<file path="src/rtl/bcd_event_counter.sv">
// bcd_event_counter
// Counts rising edges of the mod-10 divider output (div_in) in a cascaded
// multi-digit BCD counter. Also provides a sticky wrap flag, a terminal-count
// indicator and a snapshot register for readout.
//
// Handshake note: snap is a plain request. A capture takes place on every
// posedge where snap=1, with no back-pressure. snap_valid is the one-cycle
// acknowledge, and it is aligned with the updated snap_val.
module bcd_event_counter #(
  parameter int DIGITS = 4
) (
  input  logic                  clk,
  input  logic                  rst,
  input  logic                  div_in,
  input  logic                  clr,
  input  logic                  hold,
  input  logic                  snap,
  output logic [4*DIGITS-1:0]   bcd_count,
  output logic                  tc,
  output logic                  ovf,
  output logic [4*DIGITS-1:0]   snap_val,
  output logic                  snap_valid
);

  logic                div_in_q;
  logic                rise;
  logic                inc;
  logic [4*DIGITS-1:0] count_inc;
  logic                carry;

  // Edge detect. div_in_q follows div_in unconditionally, so edges that arrive
  // during hold are consumed rather than deferred.
  assign rise = div_in & ~div_in_q;
  assign inc  = rise & ~hold & ~clr;

  // BCD increment. A digit advances only when every lower digit is 9.
  // A digit at 9 that receives a carry rolls to 0.
  always_comb begin
    count_inc = bcd_count;
    carry     = 1'b1;
    for (int d = 0; d < DIGITS; d++) begin
      if (carry) begin
        if (bcd_count[4*d +: 4] == 4'd9) begin
          count_inc[4*d +: 4] = 4'd0;
        end else begin
          count_inc[4*d +: 4] = bcd_count[4*d +: 4] + 4'd1;
          carry               = 1'b0;
        end
      end
    end
  end

  // Terminal count is all digits at 9. It is taken from registers only.
  always_comb begin
    tc = 1'b1;
    for (int d = 0; d < DIGITS; d++) begin
      if (bcd_count[4*d +: 4] != 4'd9) tc = 1'b0;
    end
  end

  // Edge-detect register. It is independent of hold and clr.
  always_ff @(posedge clk or negedge rst) begin
    if (!rst) div_in_q <= 1'b0;
    else      div_in_q <= div_in;
  end

  // Count and sticky overflow. clr has priority over an increment, so a wrap
  // and a clear on the same edge leave ovf low.
  always_ff @(posedge clk or negedge rst) begin
    if (!rst) begin
      bcd_count <= '0;
      ovf       <= 1'b0;
    end else if (clr) begin
      bcd_count <= '0;
      ovf       <= 1'b0;
    end else if (inc) begin
      bcd_count <= count_inc;
      if (tc) ovf <= 1'b1;
    end
  end

  // Snapshot captures the count as it was before this edge. It is not
  // affected by clr.
  always_ff @(posedge clk or negedge rst) begin
    if (!rst) begin
      snap_val   <= '0;
      snap_valid <= 1'b0;
    end else begin
      snap_valid <= snap;
      if (snap) snap_val <= bcd_count;
    end
  end

endmodule

</file>
<file path="config.mk">
export PLATFORM = sky130hd
export DESIGN_NAME = bcd_event_counter
export DESIGN_NICKNAME = d
export VERILOG_FILES = /design/src/rtl/bcd_event_counter.sv
export SDC_FILE = /design/constraint.sdc
export NUM_CORES = 1
export LEC_CHECK = 0
export CAP_MARGIN = 20
export CORE_ASPECT_RATIO = 1.4
export CORE_MARGIN = 10
export CORE_UTILIZATION = 48
export DETAILED_ROUTE_END_ITERATION = 10
export PLACE_DENSITY = 0.78
export SLEW_MARGIN = 10
export SYNTH_ARGS = -nofsm -noshare
export SYNTH_HDL_FRONTEND = slang
export SYNTH_SLANG_ARGS = --single-unit
</file>
<file path="constraint.sdc">
create_clock -name clk -period 2.4 [get_ports clk]
set_clock_uncertainty 0.15 [all_clocks]
set_input_delay 0.24 -clock clk [delete_from_list [all_inputs] [get_ports clk]]
set_output_delay 0.24 -clock clk [all_outputs]
set_load 0.02 [all_outputs]
</file>
## After elaboration in Yosys (flattened, before gate mapping)

Index checks and enable logic that the tools add are counted.
W data, S select, Z words.

| storage, ports and cells | value |
|---|---|
| logic and storage cells | 56 |
| bits in registers | 35 |
| input port bits | 6 |

| operators by class | value |
|---|---|
| mux-type cells | 21 |
| add/subtract/negate cells | 4 |
| reduce and logical (&&, ||, !) cells | 9 |
| equality and inequality tests | 8 |
| bitwise gates (word level) | 6 |

Operator list:

| kind | number |
|---|---|
| $mux W16 | 2 |
| $mux W4 | 7 |
| $add A4 B1 Y4 const B | 4 |
| $eq A4 B4 Y1 const B | 4 |
| $ne A4 B4 Y1 const B | 4 |
| $mux W1 | 12 |
| $reduce_bool A2 Y1 | 5 |
| $reduce_and A2 Y1 | 4 |
| $and A1 B1 Y1 | 3 |
| $not A1 Y1 | 3 |

## Depth between registers and ports, before layout

| logic depth | value |
|---|---|
| depth after elaboration | 8 |
| gate-level depth with buffers | 7 |
| depth with buffers taken out | 6 |

## Worst setup path before layout

Ideal clock, no wire load.

| path | value |
|---|---|
| kind | reg2out |
| start | reg bcd_count[8] |
| end | out tc |
| arrival | 1.594 ns |
| setup slack | 0.416 ns |
| data required time | 2.010 ns |
| buffers on the path | 1 |
| cell stages (with the launch flop) | 6 |
| path through | dfrtp_1 -> ha_1 -> and3b_1 -> buf_2 -> nand4_2 -> nor3_1 |

| on the way | value |
|---|---|
| cells in the longest elaborated chain, start to end | 3 |

Ends and longest elaborated chain:

| what | RTL line | RTL |
|---|---|---|
| start: declaration | 18 | `output logic [4*DIGITS-1:0] bcd_count,` |
| start signal: assignment | 77 | `bcd_count <= count_inc;` |
| $ne A4 B4 Y1 | 57 | `if (bcd_count[4*d +: 4] != 4'd9) tc = 1'b0;` |
| $mux W1 (2 in a row) | 57 |  |
| end: declaration | 19 | `output logic tc,` |

Every way passes these cells.

## Worst setup path in the final report

| path | value |
|---|---|
| start | reg bcd_count[1] |
| end | out tc |

| on the way | value |
|---|---|
| cells in the longest elaborated chain, start to end | 5 |

Ends and longest elaborated chain:

| what | RTL line |
|---|---|
| $ne A4 B4 Y1 | 57 |
| $mux W1 (4 in a row) | 57 |

Every way passes these cells.

==> results.json <==
{
  "status": "completed",
  "gp_congestion": 0.795,
  "synth_area_leaders": "dfrtp_1 54%, mux2_2 11%, a21oi_1 3.4%, ha_1 3.1%, xor2_1 2.7%",
  "numCtsBuffers": 5,
  "path_max_fanout": 6,
  "grt_pass1_wl_um": 6510,
  "grt_start_max_net_pins": 36,
  "r2r_cells": 7,
  "worstSetupPathType": "flop to output pin",
  "p_leak_nw": 0.995,
  "htreeDepth": 2,
  "yosys_most_used_dff": "dfrtp_1",
  "drtAntennaViolNets": 0,
  "num-nets-final": 202,
  "area_delta_synth_final_pct": 34.9,
  "setup_viol": 0,
  "core-area_um2": 3320,
  "initial_core_util": 0.491,
  "power_density_nw_per_um2": 513,
  "synth_cell_types": 37,
  "cts_sinks": 35,
  "drt_iter0_markers": 63,
  "yosysWarnings": 0,
  "synth_top_area_share": 0.538,
  "dp_hpwl_um": 2860,
  "clockBufferDepth": 2,
  "synth_top_area_cell": "dfrtp_1",
  "antenna_found_initial": 0,
  "drt_pass1_iterations": 4,
  "finalHoldViolCount": 0,
  "grt_pass1_vias": 1345,
  "port_buffers": 40,
  "irDropWorstVdd_uv": 387,
  "drive_gt1_frac": 0.197,
  "slew_headroom": 0.480,
  "fillCellCount": 284,
  "avgViaCountPerCell": 5.43,
  "clock_latency_ns": 0.29,
  "seq_area_frac_synth": 0.538,
  "synthTopCellsByCount": "35 x dfrtp_1, 16 x mux2_2, 11 x a21oi_1, 10 x nor2_1, 9 x nand2_1",
  "cts_tree": "built",
  "netlist_instances": 145,
  "worst_pin_slew_ns": 0.780,
  "hold_class": "input pin to flop",
  "start_kind": "flop",
  "crit_arrival_ns": 1.81,
  "syn_area_per_cell_um2": 11.2,
  "wl_um": 3850,
  "grt_use_total": 0.131,
  "syn_nets": 155,
  "hold_ws_ns": 0.302,
  "synth.most_common_cell": "dfrtp_1",
  "hold_depth": 1,
  "async_reset_ff_frac": 1.00,
  "grt_setup_unrepaired": "no",
  "syn_area_um2": 1630,
  "rows": 25,
  "io_pins": 41,
  "clkTransAtPathRegs_ns": 0.07,
  "post_drt_wl_per_cell_um": 16.5,
  "fin_crit_sh": 0.916,
  "antenna_cells": 0,
  "cts-root-buf": "clkbuf_8",
  "timing.fmax_ghz": 0.455,
  "synth-edff-count": 0,
  "synth_seq_cells": 35,
  "fp.dieW_um": 69.2,
  "critPathCaptureType": "output pin",
  "finalMaxSlewViolations": 0,
  "period_minus_slack_ns": 2.20,
  "setup_tns_ns": 0,
  "drc": 0,
  "cap_violations": 0,
  "die_y_um": 88.9,
  "required_ns": 2.01,
  "grt-ovfl-total": 0,
  "vias": 1265,
  "die_area_um2": 6150
}
## critical path, cell delays in order, from the launching register on
cell and delay (ns):
dfrtp_1 0.43, inv_1 0.08, ha_1 0.15, and3b_1 0.21, nand4_2 0.12, nor3_1 0.18, dlygate4sd2_1 0.36
## metrics by stage
step	std cells	setup slack (ns)	power [mW]	utilization	area (um2)
2_1_floorplan	145	0.416	0.632	-	1630
3_3_place_gp	224	0.257	0.666	0.629	2090
3_5_place_dp	224	0.228	0.668	0.629	2090
4_1_cts	233	0.197	1.14	0.662	2200
5_1_grt	233	0.00510	1.18	0.662	2200
6_report	233	0.202	1.13	0.662	2200
## sequential cells by signal (all words and copies together), names as in the netlist
register / count
div_in_q: 1
bcd_count: 16
snap_valid: 1
ovf: 1
snap_val: 16
## cell type report
type	instances	area [um2]	share of cell area
timing repair buffer	47	449	0.205
tap	40	50.0	0.0228
sequential	35	876	0.399
inverter	7	26.3	0.0120
clock buffer	8	100	0.0456
multi-input combinational	96	694	0.316
## layout by cell type, fill, tap and decap left out, types with 2 or more instances in the layout
cell type,n
nand2_1,9
and3b_1,2
clkbuf_8,7
buf_4,6
nand3_1,5
ha_1,4
nor3_1,4
xor2_1,5
nor2_1,10
clkdlybuf4s50_1,38
o21ai_0,4
mux2_2,16
or3_1,3
dfrtp_1,35
nand4_1,4
inv_1,7
a21oi_1,11
## layer usage
metal  GRT usage  routed length (um)  vias to the layer above
met4      0.0624                  78                        0
met3      0.0633                 299                        9
met5           0                   0                        -
li1            -                   -                      600
met2       0.231                2050                       33
met1       0.127                1420                      623
## what timing repair did
| item | 4_1_cts | 5_1_grt |
|---|---|---|
| endpoints found under the setup margin | 1 | 0 |
| hold buffers | 1 | 0 |
| hold endpoints to repair | 35 | 0 |
| gates resized for setup | 1 | 0 |
| setup buffers | 0 | 0 |
## cell families (layout without fill, tap and decap cells)
logic type,after synthesis,after routing,share of synthesized area
multiplexers,17,17,0.117
AND/OR/NAND/NOR,51,51,0.184
adder cells (fa/ha/maj),4,4,0.0307
flip-flops,35,35,0.538
buffers and inverters,14,62,0.0354
AO/OA/AOI/OAI,19,19,0.0676
XOR/XNOR,5,5,0.0269
## power breakdown
group | switching, mW | internal, mW
Clock | 0.207 | 0.262
Sequential | 0.00236 | 0.594
Combinational | 0.0361 | 0.0249
## worst paths after layout
| path | from | end | slack [ns] |
|---|---|---|---|
| setup / recovery | bcd_count[1] | tc | 0.20 |
| max in group asynchronous | rst | snap_val[8] | 1.18 |
| min in group asynchronous | rst | snap_val[7] | 0.41 |
| hold / removal | div_in | div_in_q | 0.30 |
| setup reg to reg | bcd_count[1] | bcd_count[11] | 0.37 |
| hold reg to reg | snap_val[10] | snap_val[10] | 0.36 |
Note: power is estimated with default switching activity, not from simulation.
==> RTL change: new RTL, same settings <==
Register the inputs `div_in`, `clr`, `hold` and `snap` before use. The logic sees them one clock later. Comments in the files are not updated.
--- a/src/rtl/bcd_event_counter.sv
+++ b/src/rtl/bcd_event_counter.sv
@@ -24,2 +24,14 @@
 
+  logic div_q;
+  logic clr_q;
+  logic hold_q;
+  logic snap_q;
+
+  always_ff @(posedge clk) begin
+    div_q  <= div_in;
+    clr_q  <= clr;
+    hold_q <= hold;
+    snap_q <= snap;
+  end
+
   logic                div_in_q;
@@ -32,4 +44,4 @@
   // during hold are consumed rather than deferred.
-  assign rise = div_in & ~div_in_q;
-  assign inc  = rise & ~hold & ~clr;
+  assign rise = div_q & ~div_in_q;
+  assign inc  = rise & ~hold_q & ~clr_q;
 
@@ -63,3 +75,3 @@
     if (!rst) div_in_q <= 1'b0;
-    else      div_in_q <= div_in;
+    else      div_in_q <= div_q;
   end
@@ -72,3 +84,3 @@
       ovf       <= 1'b0;
-    end else if (clr) begin
+    end else if (clr_q) begin
       bcd_count <= '0;
@@ -88,4 +100,4 @@
     end else begin
-      snap_valid <= snap;
-      if (snap) snap_val <= bcd_count;
+      snap_valid <= snap_q;
+      if (snap_q) snap_val <= bcd_count;
     end
Check against the original RTL: not equivalent (a bounded check fails within 4 cycles, from zero or initial values and one cycle with rst low).
==> RTL change against the unedited design <==
Synthesized cell count shrank 0.69%; clock power decreased by 4.3%; routed wire length increased by 0.39%; sequential cell count rose by 4; register-to-register slack improved by 150 ps; synthesized area up 5.9%; total power grew 4.1%; worst setup slack worse by 36 ps; design area rose by 2.4%; critical path type unchanged; largest power group unchanged.
==> RTL change: results (changes against the unedited design) <==
Synthesis:
- Ranked by total cell area, the synthesized netlist is headed by dfrtp_1 (51%), mux2_2 (10%), dfxtp_1 (4.6%).
- The net count after synthesis is 154 (-0.65%).
- The multiplexer share of the synthesized area is 11.6% (-0.072 points).
- The sequential-to-total area share from yosys stat is 55.4% (+1.6 points).
- The xor and xnor area share after synthesis is 2.54% (-0.15 points).
- The share of synthesized registers carrying an async set or reset is 89.7% (-10 points).

Status:
- The run finished with clean final reports.

Setup path:
- In this run the worst setup path begins at bcd_count[9].
- The count of cells along the worst register-to-register path is 6 (-1).
- The startpoint identified for the worst register-to-register timing path is bcd_count[0].

Timing:
- The slew at the pin closest to its max-slew limit is 747 ps (-33.1 ps).

Finish:
- The proportion of layout cells with a drive suffix above 1 came to 16.5% (-3.2 points).
- The final-layout fill cell count is 254 (-11%).

Pwr:
- The switching power of the nets is 0.000254 W (+3.8%).
- The sequential power is 0.000679 W (+14%).
- The reported leakage power is 0.996 nW (about the same).

Routing:
- The total length of routed met3 wires was 343 um (+15%).
- The detail-routed via count per cell is 5.57 (+2.7%).
- The met1 wire length came to 1.48 mm (+4.5%).

Worst hold path:
- The class of the tightest hold or removal check is input port to async pin.

Place:
- The placement-stage cell area is 2160 sq um (+3.4%).
- The HPWL after detailed placement was 2.82 mm (-1.6%).
- The last weighted congestion value of the routability-driven placer is 0.822 (+3.3%).

Global routing:
- The via count of the first global-routing pass came to 1375 (+2.2%).
- The first-pass GRT wire length is 6.48 mm (-0.42%).
==> RTL change: through the flow <==
step | power (W) | hold slack [ps] | cells | worst slack [ps] | utilization, %
floorplan | 0.000708 | -206 | 144 | 568 | -
finish | 0.00117 | 210 | 228 | 166 | 65.9
global placement | 0.000737 | 194 | 220 | 277 | 63.3
global route | 0.00122 | 237 | 228 | 20.4 | 65.9
CTS | 0.00118 | 212 | 228 | 140 | 65.9
detailed placement | 0.000738 | 200 | 220 | 208 | 63.3
==> RTL change: final cells by class <==
class	instances	area share, %
tap	40	2.23
clock buffer	7	3.84
timing repair buffer	43	18.8
inverter	5	0.835
sequential	39	42.5
clock inverter	1	0.223
multi-input combinational	93	31.6
==> RTL change: layer usage <==
| metal | vias up | global-route usage (%) |
|---|---|---|
| met5 | - | 0 |
| li1 | 590 | - |
| met1 | 639 | 11.8 |
| met3 | 6 | 6.71 |
| met4 | 0 | 3.72 |
| met2 | 36 | 21.4 |
